[src/rtl/iserdes_align_pkg.sv]
// iserdes_align_pkg
// Shared types and constants for the I_SERDES word aligner.
//   align_state_t : per-channel training FSM state
//   WIDTH_MIN/MAX : legal deserialisation ratio range
//   NUM_CH_MIN/MAX: legal channel count range
package iserdes_align_pkg;

   typedef enum logic [2:0] {
      IDLE   = 3'd0,
      HUNT   = 3'd1,
      SLIP   = 3'd2,
      SETTLE = 3'd3,
      LOCKED = 3'd4,
      ERROR  = 3'd5
   } align_state_t;

   localparam int unsigned WIDTH_MIN  = 3;
   localparam int unsigned WIDTH_MAX  = 10;
   localparam int unsigned NUM_CH_MIN = 1;
   localparam int unsigned NUM_CH_MAX = 16;

endpackage

[src/rtl/iserdes_align_ch.sv]
// iserdes_align_ch
// One channel of the word aligner: training FSM, saturating counters and the
// registered output word.
//   clk, rst_n      : fabric clock, async active-low reset
//   pll_lock        : PLL lock; low forces IDLE
//   train           : training request level (starts training from IDLE)
//   train_rise      : one-cycle rising edge of train (retrain from LOCKED/ERROR)
//   din, din_valid  : deserialised word from the I_SERDES
//   bitslip         : single-cycle pulse to BITSLIP_ADJ
//   dout, dout_valid: registered word, valid only while aligned
//   aligned         : channel locked
//   align_err       : every phase tried without a match
module iserdes_align_ch
   import iserdes_align_pkg::*;
#(
   parameter int unsigned      WIDTH         = 4,
   parameter logic [WIDTH-1:0] TRAIN_PATTERN = 4'b1100,
   parameter int unsigned      MATCH_COUNT   = 8,
   parameter int unsigned      SETTLE_CYCLES = 4
) (
   input  logic             clk,
   input  logic             rst_n,
   input  logic             pll_lock,
   input  logic             train,
   input  logic             train_rise,
   input  logic [WIDTH-1:0] din,
   input  logic             din_valid,
   output logic             bitslip,
   output logic [WIDTH-1:0] dout,
   output logic             dout_valid,
   output logic             aligned,
   output logic             align_err
);

   localparam int unsigned MW = $clog2(MATCH_COUNT + 1);
   localparam int unsigned SW = $clog2(WIDTH + 1);
   localparam int unsigned TW = $clog2(SETTLE_CYCLES + 1);

   localparam logic [MW-1:0] MatchMax  = MW'(MATCH_COUNT);
   localparam logic [SW-1:0] SlipMax   = SW'(WIDTH);
   localparam logic [TW-1:0] SettleMax = TW'(SETTLE_CYCLES);

   align_state_t    state_q, state_d;
   logic [MW-1:0]   match_cnt_q, match_cnt_d;
   logic [SW-1:0]   slip_cnt_q, slip_cnt_d;
   logic [TW-1:0]   settle_cnt_q, settle_cnt_d;
   logic [WIDTH-1:0] dout_q;
   logic            dout_valid_q;

   always_comb begin
      state_d      = state_q;
      match_cnt_d  = match_cnt_q;
      slip_cnt_d   = slip_cnt_q;
      settle_cnt_d = settle_cnt_q;

      if (!pll_lock) begin
         // Loss of lock beats any simultaneous match or train edge.
         state_d      = IDLE;
         match_cnt_d  = '0;
         slip_cnt_d   = '0;
         settle_cnt_d = '0;
      end else begin
         case (state_q)
            IDLE: begin
               match_cnt_d  = '0;
               slip_cnt_d   = '0;
               settle_cnt_d = '0;
               if (train) state_d = HUNT;
            end
            HUNT: begin
               if (din_valid) begin
                  if (din == TRAIN_PATTERN) begin
                     if (match_cnt_q != MatchMax) match_cnt_d = match_cnt_q + 1'b1;
                     if (match_cnt_d == MatchMax) state_d = LOCKED;
                  end else begin
                     match_cnt_d = '0;
                     // Initial phase plus WIDTH slips have all failed.
                     state_d = (slip_cnt_q == SlipMax) ? ERROR : SLIP;
                  end
               end
            end
            SLIP: begin
               if (slip_cnt_q != SlipMax) slip_cnt_d = slip_cnt_q + 1'b1;
               settle_cnt_d = '0;
               state_d      = SETTLE;
            end
            SETTLE: begin
               if (settle_cnt_q != SettleMax) settle_cnt_d = settle_cnt_q + 1'b1;
               if (settle_cnt_d == SettleMax) state_d = HUNT;
            end
            LOCKED: begin
               if (train_rise) begin
                  state_d     = HUNT;
                  match_cnt_d = '0;
                  slip_cnt_d  = '0;
               end
            end
            ERROR: begin
               if (train_rise) begin
                  state_d      = HUNT;
                  match_cnt_d  = '0;
                  slip_cnt_d   = '0;
                  settle_cnt_d = '0;
               end
            end
            default: begin
               state_d      = IDLE;
               match_cnt_d  = '0;
               slip_cnt_d   = '0;
               settle_cnt_d = '0;
            end
         endcase
      end
   end

   always_ff @(posedge clk or negedge rst_n) begin
      if (!rst_n) begin
         state_q      <= IDLE;
         match_cnt_q  <= '0;
         slip_cnt_q   <= '0;
         settle_cnt_q <= '0;
         dout_q       <= '0;
         dout_valid_q <= 1'b0;
      end else begin
         state_q      <= state_d;
         match_cnt_q  <= match_cnt_d;
         slip_cnt_q   <= slip_cnt_d;
         settle_cnt_q <= settle_cnt_d;
         if (din_valid) dout_q <= din;
         // Keyed off the next state so valid tracks ALIGNED on the same edge.
         dout_valid_q <= din_valid && (state_d == LOCKED);
      end
   end

   assign bitslip    = (state_q == SLIP);
   assign aligned    = (state_q == LOCKED);
   assign align_err  = (state_q == ERROR);
   assign dout       = dout_q;
   assign dout_valid = dout_valid_q;

endmodule

[src/rtl/iserdes_word_aligner.sv]
// iserdes_word_aligner
// Multi-channel word aligner for I_SERDES outputs. Each channel trains
// independently by bitslipping until TRAIN_PATTERN is seen MATCH_COUNT times.
// WIDTH legal 3..10, NUM_CH legal 1..16.
//   CLK, RST_N  : fabric clock (I_SERDES CLK_OUT domain), async active-low reset
//   PLL_LOCK    : PLL lock indication
//   TRAIN       : training request level; rising edge retrains locked/failed channels
//   DIN         : concatenated Q words, channel c at [c*WIDTH +: WIDTH]
//   DIN_VALID   : per-channel DATA_VALID
//   BITSLIP     : per-channel BITSLIP_ADJ pulse
//   DOUT        : registered words
//   DOUT_VALID  : per-channel word valid (aligned channels only)
//   ALIGNED     : per-channel lock
//   ALIGN_ERR   : per-channel training failure
//   ALL_ALIGNED : registered AND of ALIGNED
module iserdes_word_aligner
   import iserdes_align_pkg::*;
#(
   parameter int unsigned      WIDTH         = 4,
   parameter int unsigned      NUM_CH        = 1,
   parameter logic [WIDTH-1:0] TRAIN_PATTERN = 4'b1100,
   parameter int unsigned      MATCH_COUNT   = 8,
   parameter int unsigned      SETTLE_CYCLES = 4
) (
   input  logic                    CLK,
   input  logic                    RST_N,
   input  logic                    PLL_LOCK,
   input  logic                    TRAIN,
   input  logic [NUM_CH*WIDTH-1:0] DIN,
   input  logic [NUM_CH-1:0]       DIN_VALID,
   output logic [NUM_CH-1:0]       BITSLIP,
   output logic [NUM_CH*WIDTH-1:0] DOUT,
   output logic [NUM_CH-1:0]       DOUT_VALID,
   output logic [NUM_CH-1:0]       ALIGNED,
   output logic [NUM_CH-1:0]       ALIGN_ERR,
   output logic                    ALL_ALIGNED
);

   logic train_q;
   logic train_rise;
   logic all_aligned_q;

   // One edge detector shared by every channel.
   assign train_rise = TRAIN && !train_q;

   always_ff @(posedge CLK or negedge RST_N) begin
      if (!RST_N) begin
         train_q       <= 1'b0;
         all_aligned_q <= 1'b0;
      end else begin
         train_q       <= TRAIN;
         all_aligned_q <= &ALIGNED;
      end
   end

   assign ALL_ALIGNED = all_aligned_q;

   for (genvar c = 0; c < NUM_CH; c++) begin : g_ch
      iserdes_align_ch #(
         .WIDTH         (WIDTH),
         .TRAIN_PATTERN (TRAIN_PATTERN),
         .MATCH_COUNT   (MATCH_COUNT),
         .SETTLE_CYCLES (SETTLE_CYCLES)
      ) u_ch (
         .clk        (CLK),
         .rst_n      (RST_N),
         .pll_lock   (PLL_LOCK),
         .train      (TRAIN),
         .train_rise (train_rise),
         .din        (DIN[c*WIDTH +: WIDTH]),
         .din_valid  (DIN_VALID[c]),
         .bitslip    (BITSLIP[c]),
         .dout       (DOUT[c*WIDTH +: WIDTH]),
         .dout_valid (DOUT_VALID[c]),
         .aligned    (ALIGNED[c]),
         .align_err  (ALIGN_ERR[c])
      );
   end

endmodule

[config.mk]
export PLATFORM = sky130hd
export DESIGN_NAME = iserdes_word_aligner
export DESIGN_NICKNAME = d
export VERILOG_FILES = /design/src/rtl/iserdes_align_pkg.sv /design/src/rtl/iserdes_align_ch.sv /design/src/rtl/iserdes_word_aligner.sv
export SDC_FILE = /design/constraint.sdc
export NUM_CORES = 1
export LEC_CHECK = 0
export ABC_CLOCK_PERIOD_IN_PS = 2740
export CORE_AREA = 5 5 53 55
export CTS_CLUSTER_SIZE = 12
export DETAILED_ROUTE_END_ITERATION = 10
export DIE_AREA = 0 0 58 60
export GPL_ROUTABILITY_DRIVEN = 1
export MAX_ROUTING_LAYER = met4
export PLACE_DENSITY = 0.79
export REMOVE_ABC_BUFFERS = 1
export SETUP_SLACK_MARGIN = 0.5
export SLEW_MARGIN = 20
export SYNTH_ARGS = -nofsm -noshare
export SYNTH_HDL_FRONTEND = slang
export SYNTH_SLANG_ARGS = --single-unit
export TNS_END_PERCENT = 50
[constraint.sdc]
create_clock -name CLK -period 2.74 [get_ports CLK]
set_input_delay 0.548 -clock CLK [delete_from_list [all_inputs] [get_ports CLK]]
set_output_delay 0.548 -clock CLK [all_outputs]
set_load 0.01 [all_outputs]
==> results of run 1 <==
path summary, 6_finish.rpt:
kind                       slack [ns]  cells past startpoint                           end
max                              0.51                      3                       ALIGNED
min                              0.52                      1          g_ch[0].u_ch.dout[2]
max reg2reg                      0.76                      7       g_ch[0].u_ch.dout_valid
min reg2reg                      0.52                      1          g_ch[0].u_ch.dout[2]
max in group asynchronous        1.93                      2       g_ch[0].u_ch.state_q[2]
min in group asynchronous        0.58                      2  g_ch[0].u_ch.settle_cnt_q[2]
power by group:
group	internal (W)	switching (W)	total, W
Clock	0.0000513	0.0000828	0.000134
Sequential	0.000306	0.0000112	0.000317
Combinational	0.0000504	0.0000469	0.0000973
Total	0.000408	0.000141	0.000549
worst register-to-register path, delay by kind of cell, from the launching register on:
family / cells / cell delay (ns)
flops: 1 / 0.45
compound gates: 3 / 0.59
buf+inv: 1 / 0.07
fa+ha+maj: 1 / 0.24
simple gates: 2 / 0.57
cells by family after synthesis:
kind of cell / count (synthesis) / synth area share [%]
buf+inv: 15 / 4.79
xor+xnor: 1 / 0.729
mux: 6 / 5.42
simple gates: 45 / 21.0
fa+ha+maj: 6 / 6.25
flops: 20 / 41.7
compound gates: 38 / 20.1
cell usage in the layout (no fill, tap or decap), drive strengths merged, types with 6 or more instances in the layout:
| cell | instances |
|---|---|
| inv | 10 |
| o21ai | 11 |
| dfrtp | 20 |
| ha | 6 |
| buf | 6 |
| nand2 | 13 |
| clkdlybuf4s50 | 16 |
| a21oi | 7 |
per-stage QoR:
step	instances	hold slack (ns)	instance area, µm²	total power [W]
floorplan	126	0.252	1180	0.000364
detailed placement	175	0.500	1400	0.000414
CTS	179	0.523	1440	0.000549
global route	182	0.542	1480	0.000576
finish	182	0.525	1480	0.000549
global placement	175	0.493	1400	0.000410
state kept, by name, summed over array words and instances, names as in the netlist:
| name | cells |
|---|---|
| ALL_ALIGNED | 1 |
| g_ch.u_ch.dout | 4 |
| g_ch.u_ch.dout_valid | 1 |
| g_ch.u_ch.match_cnt_q | 4 |
| g_ch.u_ch.settle_cnt_q | 3 |
| g_ch.u_ch.slip_cnt_q | 3 |
| g_ch.u_ch.state_q | 3 |
| train_q | 1 |
area by class of cell:
cell class              instances  area, µm²
multi-input cells              96        656
inverters                      10       37.5
flip-flops and latches         20        504
well taps                      30       37.5
clock buffers                   3       22.5
fillers                       207        867
repair buffers                 23        218
cell usage after synthesis:
cell and n:
dfrtp_1 20, nand2_1 13, inv_1 10, o21ai_0 9, a21oi_1 7, ha_1 6
clkbuf_1 4, mux2_2 4, nand2b_1 4, nand3_1 4, nor2_1 4, nor2b_1 4
a21boi_1 3, a31oi_1 3, and3_1 3, nor3_1 3, o31ai_1 3, mux2i_1 2
nand3b_1 2, o211ai_1 2, o21ai_1 2, o22ai_1 2, or3_1 2, a211oi_1 1
a21bo_2 1, a21boi_0 1, a21o_1 1, a32o_1 1, a32oi_1 1, and2_1 1
and3b_1 1, and4_1 1, and4bb_2 1, buf_2 1, nand4b_1 1, nor3b_2 1
o311ai_0 1, xor2_1 1
timing repair:
| action | CTS | global route |
|---|---|---|
| cloned | 0 | 0 |
| resized for setup | 4 | 3 |
| endpoints found under the setup margin | 3 | 3 |
| hold buffers | 0 | 0 |
| buffers inserted | 1 | 3 |
layer usage:
layer	share of wire [%]	track usage, %
met1	40	19.4
met2	53	31.5
met3	4.1	3.02
met4	2.3	8.28
met5	0	-
==> reports/metrics.csv, run 1 <==
stage;metric;value;unit
worst_setup_path;crit_buf_inv;2;
die;dieArea;3480;µm²
clocking;tritoncts;built;
worst_setup_path;crit_required;2.19;ns
power_and_ir_drop;power.density;372;nW/µm²
global_routing;grt_pass1_vias;1068;
sta;slew_viol_final;0;
sta;rsz0062_at_grt;true;
worst_setup_path;crit_chain;buf_4 -> nor3_2 -> clkdlybuf4s50_1;
yosys;avgSynthCellArea;9.17;µm²
route;dr.pass1.iters;4;
clocking;cts.sink_count;20;
yosys;netlist_instances;131;
worst_setup_path;crit_path_start;g_ch[0].u_ch.state_q[1];
route;vias_per_cell;5.81;
worst_hold_path;hold_class;flip-flop to flip-flop;
route;wl;2750;µm
worst_hold_path;min_from;g_ch[0].u_ch.dout[2];
sta;fin_skew;0.00563;ns
sta;hold_violations;0;
global_routing;overflow;0;
worst_setup_path;worst_setup_path_start_kind;flip-flop;
global_routing;antenna_found_initial;0;
worst_setup_path;worst_ep_arrival_time;1.69;ns
global_routing;grtUsageTotal;17.8;%
clocking;numCtsBuffers;3;
route;vias;1058;
route;drtIter0Drc;74;
die;core-area;2340;µm²
sta;period_needed;2.23;ns
worst_setup_path;critPathTopFamily;buffers and inverters;
sta;setup_viol;0;
yosys;synth-seq-area-share;41.7;%
yosys;ys_ff_latch;20;
run;drv_cap;0;
worst_setup_path;critical_path.max_fanout;4;
die;num_io_pins;18;
worst_setup_path;crit_path_max_incr_delay;0.58;ns
die;die_x;58;µm
yosys;ys_top_cells_by_area;dfrtp_1 42%, ha_1 6.3%, nand2_1 4.1%;
yosys;yosysTopAreaCell;dfrtp_1;
global_routing;grt_first_pass_wirelength;4600;µm
sta;tns;0;ns
clocking;root_buffer;clkbuf_4;
status;status;finished, final reports clean;
die;row_count;18;
placement;port_buffers;17;
worst_setup_path;slowest_stage;clkdlybuf4s50_1;
placement;place.gp.congestion;0.848;
die;die_h;60;µm
die;initial_utilization;51.3;%
final_layout;diodes;0;
clocking;clk_pin_slew;0.10;ns
placement;dp_hpwl;2020;µm
power_and_ir_drop;irDropWorstVdd;0.319;mV
global_routing;grt_start_max_net_pins;21;
route;drt-wirelength-per-cell;15.1;µm
yosys;synth_top_cell_area_share;41.7;%
sta;fmax;448;MHz
sta;tightest_slew;0.457;ns
yosys;yosysWarnings;0;
sta;max_slew_margin;69.1;%
route;final_antenna_net_count;0;
clocking;cts_buffer_depth;2;
placement;place_ws;0.622;ns
final_layout;drive_above_1_share;13.8;%
route;drc;0;
sta;period_share;81.5;%
clocking;htreeDepth;1;
final_layout;utilization;63.0;%
yosys;yosys.cell_types.count;38;
yosys;syn-cell-area;1200;µm²
clocking;insertion_delay;0.30;ns
power_and_ir_drop;leakage;0.643;nW
worst_setup_path;critical_path_class;flip-flop to output port;
final_layout;final_nets;169;
worst_setup_path;r2r-start;g_ch[0].u_ch.match_cnt_q[0];
final_layout;area_growth;22.8;%
worst_setup_path;cp-end-kind;output port;
sta;timing.final.ws_setup;0.506;ns
Note: power is estimated with default switching activity, not from simulation.
==> run 2, diff against run 1 <==
ABC_CLOCK_PERIOD_IN_PS = 2200   (was 2740)
CORE_AREA = 5 5 54 56   (was 5 5 53 55)
DIE_AREA = 0 0 59 61   (was 0 0 58 60)
PLACE_DENSITY = 0.76   (was 0.79)
clock period = 2.2 ns   (was 2.74 ns; I/O delays follow)
==> reports/metrics.csv, run 2 (synthesized netlist as in run 1, its figures left out) <==
stage;metric;value;unit;change
global_routing;grtUsageMet1;19.8;%;+0.39 points
placement;dp_hpwl;2020;µm;about the same
sta;hold_violations;0;;unchanged
clocking;htreeDepth;1;;unchanged
die;num_io_pins;18;;unchanged
clocking;cts.sink_count;20;;unchanged
route;drtIter0Drc;38;;-49%
worst_setup_path;reg2reg_depth;7;;unchanged
route;drc;0;;unchanged
power_and_ir_drop;power.density;460;nW/µm²;+24%
sta;tns;0;ns;unchanged
worst_setup_path;worst_setup_path_start_kind;flip-flop;;
sta;rsz0062_at_grt;true;;
worst_setup_path;rrSetupSlack;0.41;ns;-0.35 ns
placement;port_buffers;17;;unchanged
final_layout;area_growth;37.3;%;
worst_setup_path;rr_endpoint;g_ch[0].u_ch.dout_valid;;
clocking;insertion_delay;0.30;ns;about the same
global_routing;use_met3;3.40;%;+0.38 points
final_layout;multi_input_area;751;µm²;+15%
sta;fin_skew;0.00995;ns;+0.00432 ns
placement;place.gp.congestion;0.830;;-2.2%
sta;period_share;81.6;%;
die;row_count;18;;unchanged
clocking;clk_pin_slew;0.13;ns;+0.03 ns
final_layout;drive_above_1_share;33.3;%;+20 points
route;vias;1118;;+5.7%
route;dr.pass1.iters;4;;unchanged
worst_hold_path;hold_class;input port to asynchronous set/reset pin;;
route;final_antenna_net_count;0;;unchanged
clocking;numCtsBuffers;3;;unchanged
route;vias_per_cell;5.82;;+0.17%
global_routing;grt_start_max_net_pins;21;;unchanged
worst_setup_path;cp-end-kind;flip-flop;;
sta;setup_viol;0;;unchanged
die;die_h;61;µm;+1.7%
die;dieArea;3600;µm²;+3.4%
sta;fmax;557;MHz;
final_layout;n_fill_cell;192;;-7.2%
global_routing;grtUsageTotal;18.0;%;+0.24 points
worst_setup_path;r2r-start;g_ch[0].u_ch.match_cnt_q[0];;
global_routing;busiest_layer;met2;;
global_routing;grt_use_met2;31.4;%;-0.064 points
worst_setup_path;crit_required;2.45;ns;+0.26 ns
final_layout;final_nets;178;;+5.3%
clocking;root_buffer;clkbuf_4;;
final_layout;final_cell_mix;15 x dfrtp_1, 15 x buf_4, 14 x clkdlybuf4s50_1, 12 x nand2_1, 8 x o21ai_0;;
final_layout;diodes;0;;unchanged
final_layout;utilization;69.1;%;+6.1 points
route;wl;3090;µm;+12%
global_routing;antenna_found_initial;0;;unchanged
worst_setup_path;critical_path_class;flip-flop to flip-flop;;
die;core-area;2390;µm²;+1.9%
status;status;finished, final reports clean;;
sta;period_needed;1.79;ns;
global_routing;grt_pass1_vias;1100;;+3.0%
power_and_ir_drop;leakage;0.690;nW;+7.3%
global_routing;grt_first_pass_wirelength;4770;µm;+3.7%
run;drv_cap;0;;unchanged
die;die_x;59;µm;+1.7%
final_layout;seq_area;507;µm²;+0.50%
power_and_ir_drop;irDropWorstVdd;0.326;mV;+2.2%
global_routing;overflow;0;;unchanged
sta;max_slew_margin;78.4;%;+9.3 points
die;initial_utilization;50.3;%;-0.97 points
route;drt-wirelength-per-cell;16.1;µm;+6.5%
sta;tightest_slew;0.319;ns;-0.138 ns
worst_setup_path;critical_path.max_fanout;5;;+1
clocking;cts_buffer_depth;2;;unchanged
sta;slew_viol_final;0;;unchanged
worst_setup_path;worst_ep_arrival_time;2.05;ns;+0.36 ns
clocking;tritoncts;built;;
## run 2: layer usage
layer	routed length (µm)	share of wire (%)
met5	0	0
met3	134	4.3
met2	1670	54
met4	63	2.0
met1	1220	39
## run 2: worst max path at each step
stage                                     start                      end  slack, ns  cells after the start
floorplan           g_ch[0].u_ch.match_cnt_q[0]  g_ch[0].u_ch.dout_valid       0.45                      7
global placement        g_ch[0].u_ch.state_q[1]                  BITSLIP       0.23                      4
detailed placement      g_ch[0].u_ch.state_q[1]                  BITSLIP       0.21                      4
CTS                 g_ch[0].u_ch.match_cnt_q[1]  g_ch[0].u_ch.dout_valid       0.40                      7
global route        g_ch[0].u_ch.match_cnt_q[0]  g_ch[0].u_ch.dout_valid       0.35                      7
finish              g_ch[0].u_ch.match_cnt_q[0]  g_ch[0].u_ch.dout_valid       0.41                      7
## run 2: per-stage QoR
step	worst slack, ns	cell area [µm²]	hold WS (ns)	cells	total power (W)
final	0.405	1650	0.455	192	0.000758
after global routing	0.345	1650	0.477	192	0.000787
after CTS	0.401	1570	0.463	190	0.000745
after detailed placement	0.206	1400	0.504	175	0.000516
after global placement	0.233	1400	0.493	175	0.000512
after floorplan	0.448	1180	0.144	126	0.000453
## run 2: critical path, cell delays in order, from the launching register on
cell and delay (ns):
dfrtp_2 0.45, inv_2 0.06, ha_4 0.17, a211oi_4 0.21, o22ai_2 0.12, or3_1 0.37
a31oi_2 0.16, and4_1 0.20
## run 2: area by class of cell
| cell class | count | area share, % |
|---|---|---|
| tap | 30 | 2.28 |
| clock buffer | 4 | 2.20 |
| sequential | 20 | 30.7 |
| inverter | 10 | 2.28 |
| multi-input combinational | 96 | 45.5 |
| timing repair buffer | 32 | 17.0 |
## run 2: power by group
| group | internal (W) | switching, W |
|---|---|---|
| clock | 0.000101 | 0.000120 |
| combinational | 0.0000745 | 0.0000702 |
| sequential | 0.000381 | 0.0000107 |
## run 2: repair_timing
| item | in CTS | in global routing |
|---|---|---|
| pin swaps | 8 | 5 |
| buffers inserted | 11 | 2 |
| gates resized for setup | 27 | 17 |
| hold buffers | 0 | 0 |
| setup endpoints to repair | 6 | 11 |
